## src/rtl/param_fifo_buffer.sv

```systemverilog
// rtl/param_fifo_buffer.sv - parametrised FWFT circular FIFO with occupancy flags and sticky errors
//
// Purpose: DEPTH = 2**ADDR_WIDTH entry first-word-fall-through FIFO placed between
// clause-evaluation producers and FIFO-tree arbiters. almost_full_o lets the producer
// back off before words would be refused.
//
// Optional feature macro: FIFO_WATERMARK_EN (adds wm_clear_i / high_water_o).
//
// Ports:
//   clk, reset            clock, synchronous active-high reset
//   clear_i               synchronous flush (same effect on FIFO state as reset)
//   wr_data_i/valid/ready push interface (wr_ready_o = !full_o)
//   rd_data_o/valid/ready pop interface, rd_data_o is the current head
//   count_o               occupancy 0..DEPTH
//   empty_o, full_o       occupancy extremes
//   almost_full_o         count_o >= AF_THRESH
//   almost_empty_o        count_o <= AE_THRESH
//   overflow_o            sticky: push attempted while full
//   underflow_o           sticky: pop attempted while empty
//   wm_clear_i            (FIFO_WATERMARK_EN) clears only the high-water mark
//   high_water_o          (FIFO_WATERMARK_EN) peak count_o since reset/clear

module param_fifo_buffer #(
   parameter int DATA_WIDTH = 36,
   parameter int ADDR_WIDTH = 5,
   parameter int AF_THRESH  = 2**ADDR_WIDTH - 2,
   parameter int AE_THRESH  = 1
) (
   input  logic                  clk,
   input  logic                  reset,
   input  logic                  clear_i,
`ifdef FIFO_WATERMARK_EN
   input  logic                  wm_clear_i,
   output logic [ADDR_WIDTH:0]   high_water_o,
`endif
   input  logic [DATA_WIDTH-1:0] wr_data_i,
   input  logic                  wr_valid_i,
   output logic                  wr_ready_o,
   output logic [DATA_WIDTH-1:0] rd_data_o,
   output logic                  rd_valid_o,
   input  logic                  rd_ready_i,
   output logic [ADDR_WIDTH:0]   count_o,
   output logic                  empty_o,
   output logic                  full_o,
   output logic                  almost_full_o,
   output logic                  almost_empty_o,
   output logic                  overflow_o,
   output logic                  underflow_o
);

   localparam int DEPTH = 2**ADDR_WIDTH;
   localparam logic [ADDR_WIDTH:0] C_DEPTH = (ADDR_WIDTH+1)'(DEPTH);
   localparam logic [ADDR_WIDTH:0] C_AF    = (ADDR_WIDTH+1)'(AF_THRESH);
   localparam logic [ADDR_WIDTH:0] C_AE    = (ADDR_WIDTH+1)'(AE_THRESH);

   // Thresholds outside 0..DEPTH make the flags meaningless; stop elaboration.
   if ((AF_THRESH < 0) || (AF_THRESH > DEPTH)) begin : g_af_thresh_illegal
      $error("param_fifo_buffer: AF_THRESH outside 0..DEPTH");
   end
   if ((AE_THRESH < 0) || (AE_THRESH > DEPTH)) begin : g_ae_thresh_illegal
      $error("param_fifo_buffer: AE_THRESH outside 0..DEPTH");
   end

   logic [DATA_WIDTH-1:0] r_mem [DEPTH];
   logic [ADDR_WIDTH-1:0] r_wr_ptr;
   logic [ADDR_WIDTH-1:0] r_rd_ptr;
   logic [ADDR_WIDTH:0]   r_count;
   logic                  r_overflow;
   logic                  r_underflow;

   logic                  w_full;
   logic                  w_empty;
   logic                  w_flush;
   logic                  w_push;
   logic                  w_pop;
   logic [ADDR_WIDTH:0]   w_count_next;

   assign w_full  = (r_count == C_DEPTH);
   assign w_empty = (r_count == '0);
   assign w_flush = reset | clear_i;

   // A flush in the same cycle discards the transfer, so it must not touch memory either.
   assign w_push = wr_valid_i & ~w_full  & ~w_flush;
   assign w_pop  = rd_ready_i & ~w_empty & ~w_flush;

   always_comb begin
      w_count_next = r_count;
      if (w_push && !w_pop) begin
         w_count_next = r_count + 1'b1;
      end else if (w_pop && !w_push) begin
         w_count_next = r_count - 1'b1;
      end
   end

   // Storage has no reset; contents survive reset/clear and are masked by the count.
   always_ff @(posedge clk) begin
      if (w_push) begin
         r_mem[r_wr_ptr] <= wr_data_i;
      end
   end

   always_ff @(posedge clk) begin
      if (w_flush) begin
         r_wr_ptr    <= '0;
         r_rd_ptr    <= '0;
         r_count     <= '0;
         r_overflow  <= 1'b0;
         r_underflow <= 1'b0;
      end else begin
         if (w_push) begin
            r_wr_ptr <= r_wr_ptr + 1'b1;
         end
         if (w_pop) begin
            r_rd_ptr <= r_rd_ptr + 1'b1;
         end
         r_count <= w_count_next;
         if (wr_valid_i && w_full) begin
            r_overflow <= 1'b1;
         end
         if (rd_ready_i && w_empty) begin
            r_underflow <= 1'b1;
         end
      end
   end

`ifdef FIFO_WATERMARK_EN
   logic [ADDR_WIDTH:0] r_high_water;

   // Tracks the next count so the mark moves on the same edge as count_o.
   always_ff @(posedge clk) begin
      if (w_flush || wm_clear_i) begin
         r_high_water <= '0;
      end else if (w_count_next > r_high_water) begin
         r_high_water <= w_count_next;
      end
   end

   assign high_water_o = r_high_water;
`endif

   assign count_o        = r_count;
   assign empty_o        = w_empty;
   assign full_o         = w_full;
   assign wr_ready_o     = ~w_full;
   assign rd_valid_o     = ~w_empty;
   assign rd_data_o      = r_mem[r_rd_ptr];
   assign almost_full_o  = (r_count >= C_AF);
   assign almost_empty_o = (r_count <= C_AE);
   assign overflow_o     = r_overflow;
   assign underflow_o    = r_underflow;

endmodule
```

## config.mk

```make
export PLATFORM = sky130hd
export DESIGN_NAME = param_fifo_buffer
export DESIGN_NICKNAME = d
export VERILOG_FILES = /design/src/rtl/param_fifo_buffer.sv
export SDC_FILE = /design/constraint.sdc
export NUM_CORES = 1
export LEC_CHECK = 0
export BUFFER_PORTS_ARGS = -buffer_cell sky130_fd_sc_hd__buf_4
export CORE_UTILIZATION = 25
export CTS_CLUSTER_DIAMETER = 120
export DETAILED_ROUTE_END_ITERATION = 7
export PLACE_DENSITY_LB_ADDON = 0.3
export SYNTH_ARGS = -nofsm -noshare
export SYNTH_HDL_FRONTEND = slang
export SYNTH_SLANG_ARGS = --single-unit
```

## constraint.sdc

```tcl
create_clock -name clk -period 4.56 [get_ports clk]
set_input_delay 0.456 -clock clk [delete_from_list [all_inputs] [get_ports clk]]
set_output_delay 0.456 -clock clk [all_outputs]
set_load 0.1 [all_outputs]
```

==> impl_results.md <==
* Actual slew at the worst max-slew pin at 1.14 ns
* Top Ports at 91
* Initial core utilization at 25.2%
* Worst-skew pair later-pin latency at 0.75 ns
* Seq pwr share at a little under three fifths
* Initial DRT Pass Iterations at 7
* Relative slew slack at about a quarter
* H-tree levels at 3
* Cell area after layout at 53500 µm²
* CTS max path bufs at 3
* CP required at 4.10 ns
* Non-filler instance count after layout at 5233
* RSZ-0062 raised after global routing: no
* CTS Buf Count at 116
* Sw Ratio at 21.2%
* CP Capture Type: primary output
* Place WS at 1.05 ns
* Layout Nets at 2825
* Top-area cell type share of the netlist area at 75.6%
* Reg2reg start: count_o[0]
* Worst hold margin at 0.121 ns
* Highest Signal Layer: met5
* Dpl cell area at ~50000 µm²
* Total Neg Setup Slack at 0 ns
* P_leak at roughly 16 nW
* DRT antenna net count at 0
* Post-synth top cells: edfxtp_1, mux2i_1, nand2_1
* CTS tree: done
* Synth warnings at 0
* CP arrival at 3.60 ns
* Fin util at 29.5%
* Hold depth at 1
* Max_cap viols at 0
* Worst-path maximum fanout at 39
* Die width at 430 µm
* Routed wl met2 at 56800 µm
* Worst Hold Class: input port to flip-flop
* Final global-route overflow total at 0
* Startpoint types: flip-flop
* First-pass GRT wire length at 170000 µm
* # rows at between 150 and 200
* Internal Power at 17.0 mW
* Post-synth top area cell: edfxtp_1
* Final critical-path required period at about 4 ns
* Switch Pwr at ~4.6 mW
* Core footprint at 181000 µm²
* Clock share of power at 42.0%
* Top_reg_cell synth: edfxtp_1
* Min-delay src: wr_data_i[13]
* Initial DRC Count at 1656
* Syn Std Cell Area at 45800 µm²
* Synth cell types at 39
* Final Hold Vio Count at 0
* Pin count of the biggest net entering global routing at 115
* Hpwl dp at between 60000 and 70000 µm
* Outcome: complete, no violations
* Hold EP: r_mem[22][13]
* Port bufs at 90
* Die Height at 430 µm
* Post-Synthesis Net Count at 2671
* Asr flop ratio synth at 0%
* Number of global-route vias before repair at 23600
* Post-Route WL at 118000 µm
* Routability cong. at 0.735
* Die area at 185000 µm²
* Placed Cells at around 5000
* Detail Route met3 WL at 4320 µm
* DRC viols at 0
* Clock transition at path regs at 0.06 ns
* Mean post-synth cell area at approximately 17 µm²
* Reg2Reg Setup Slack at 1.23 ns
* Synth top area cells: edfxtp_1, mux2i_1, a22oi_1, a22o_1, a21oi_1
* Vias at ~23000
* Pins Over Slew Limit at 0
* P&R area growth vs syn at 16.9%
* WL/cell at 22.6 µm
* Gr usage total at 12.5%
* Most frequent cell after synthesis: edfxtp_1
* FF-to-FF End: r_mem[3][1]
* Pwr Total at 21.6 mW
* Clk sinks at 1175
* Initial antenna violation count at 2
* Final setup fails at 0
* Maximum clock rate at 246 MHz
* Period Utilization, post-route at 89.0%
* Cells after Synth at between 2000 and 3000
* M1 WL at 54800 µm
* Ant. Diodes at 0
* EDFF count, synth at 1152
* Register area share after synthesis at 76.6%
* CTS Root Cell: clkbuf_16
* Comb power frac at 3.0%
* PD cells at 403 nW/µm²
* Reg2Reg Depth at 7
* Via density at 4.48
* Clock skew at 0.0694 ns
* Post-CTS Resized at 0
* Max IR drop VDD at 281 µV
* Final Worst Setup Slack at about 0.5 ns
* Critical path type: flip-flop to primary output
* Yosys reg bits at 1175
* Share of layout cells above drive strength 1 at a little over an eighth
==> worst max-delay path, stage by stage (launching register included) <==
cell and delay (ns):
dfxtp_4 0.88, buf_12 0.26, buf_4 0.32, buf_4 0.40, mux2i_1 0.13, a22oi_1 0.22, nand3_1 0.14, nand3_1 0.14
buf_4 0.30
==> layout make-up <==
| class | instances | area (µm²) |
|---|---|---|
| Multi-Input combinational cell | 1286 | 10200 |
| Clock buffer | 149 | 3060 |
| Timing Repair Buffer | 186 | 1730 |
| Clock inverter | 59 | 497 |
| Tap cell | 2370 | 2970 |
| Inverter | 8 | 30.0 |
| Fill cell | 17700 | 128000 |
| Sequential cell | 1175 | 35100 |
==> cell families after synthesis <==
logic type | Yosys count | synth area share, %
fa+ha+maj | 11 | 0.301
simple gates | 346 | 3.46
mux | 578 | 12.6
compound gates | 339 | 5.04
xor+xnor | 12 | 0.230
flops | 1175 | 76.6
buf+inv | 158 | 1.76
==> layout by cell type, fill, tap and decap left out, types with 37 or more instances in the layout <==
| master | netlist | final |
|---|---|---|
| edfxtp_1 | 1152 | 1152 |
| mux2i_1 | 578 | 578 |
| buf_4 | 36 | 158 |
| clkbuf_16 | 0 | 117 |
| nand2_1 | 117 | 116 |
| a21oi_1 | 115 | 115 |
| nand3_1 | 111 | 111 |
| a22oi_1 | 108 | 108 |
| a22o_1 | 72 | 72 |
| nor3_1 | 37 | 37 |
==> timing repair <==
| action | in CTS | in global routing |
|---|---|---|
| hold buffers | 2 | 0 |
| setup buffers | 0 | 0 |
| hold endpoints to repair | 2 | 0 |
==> sequential cells by signal, indices dropped and copies added, names as in the netlist, named ones only <==
register     count
r_wr_ptr         5
count_o          6
underflow_o      1
r_rd_ptr         5
overflow_o       1
r_mem         1152
==> worst max path at each step <==
stage                         end  slack [ns]  cells past startpoint
floorplan            r_mem[28][0]        0.32                      6
global placement     r_mem[3][29]        1.11                      7
detailed placement   r_mem[3][30]        1.05                      7
CTS                 rd_data_o[22]        0.43                      8
global route        rd_data_o[33]        0.32                      8
finish              rd_data_o[22]        0.50                      8
==> power groups by stage <==
stage	sequential, mW	clock (mW)	combinational [mW]
3_3_place_gp	12.1	0	0.649
3_5_place_dp	12.1	0	0.657
4_1_cts	11.9	9.32	0.660
2_1_floorplan	12.1	0	0.321
6_report	11.9	9.07	0.642
5_1_grt	11.9	9.72	0.689
==> metal layers <==
metal	vias to the layer above	track usage (%)
met5	-	0
met4	4	3.35
met3	150	1.91
met2	409	20.7
met1	12200	17.1
li1	10700	-
(Power assumes the default switching activity.)
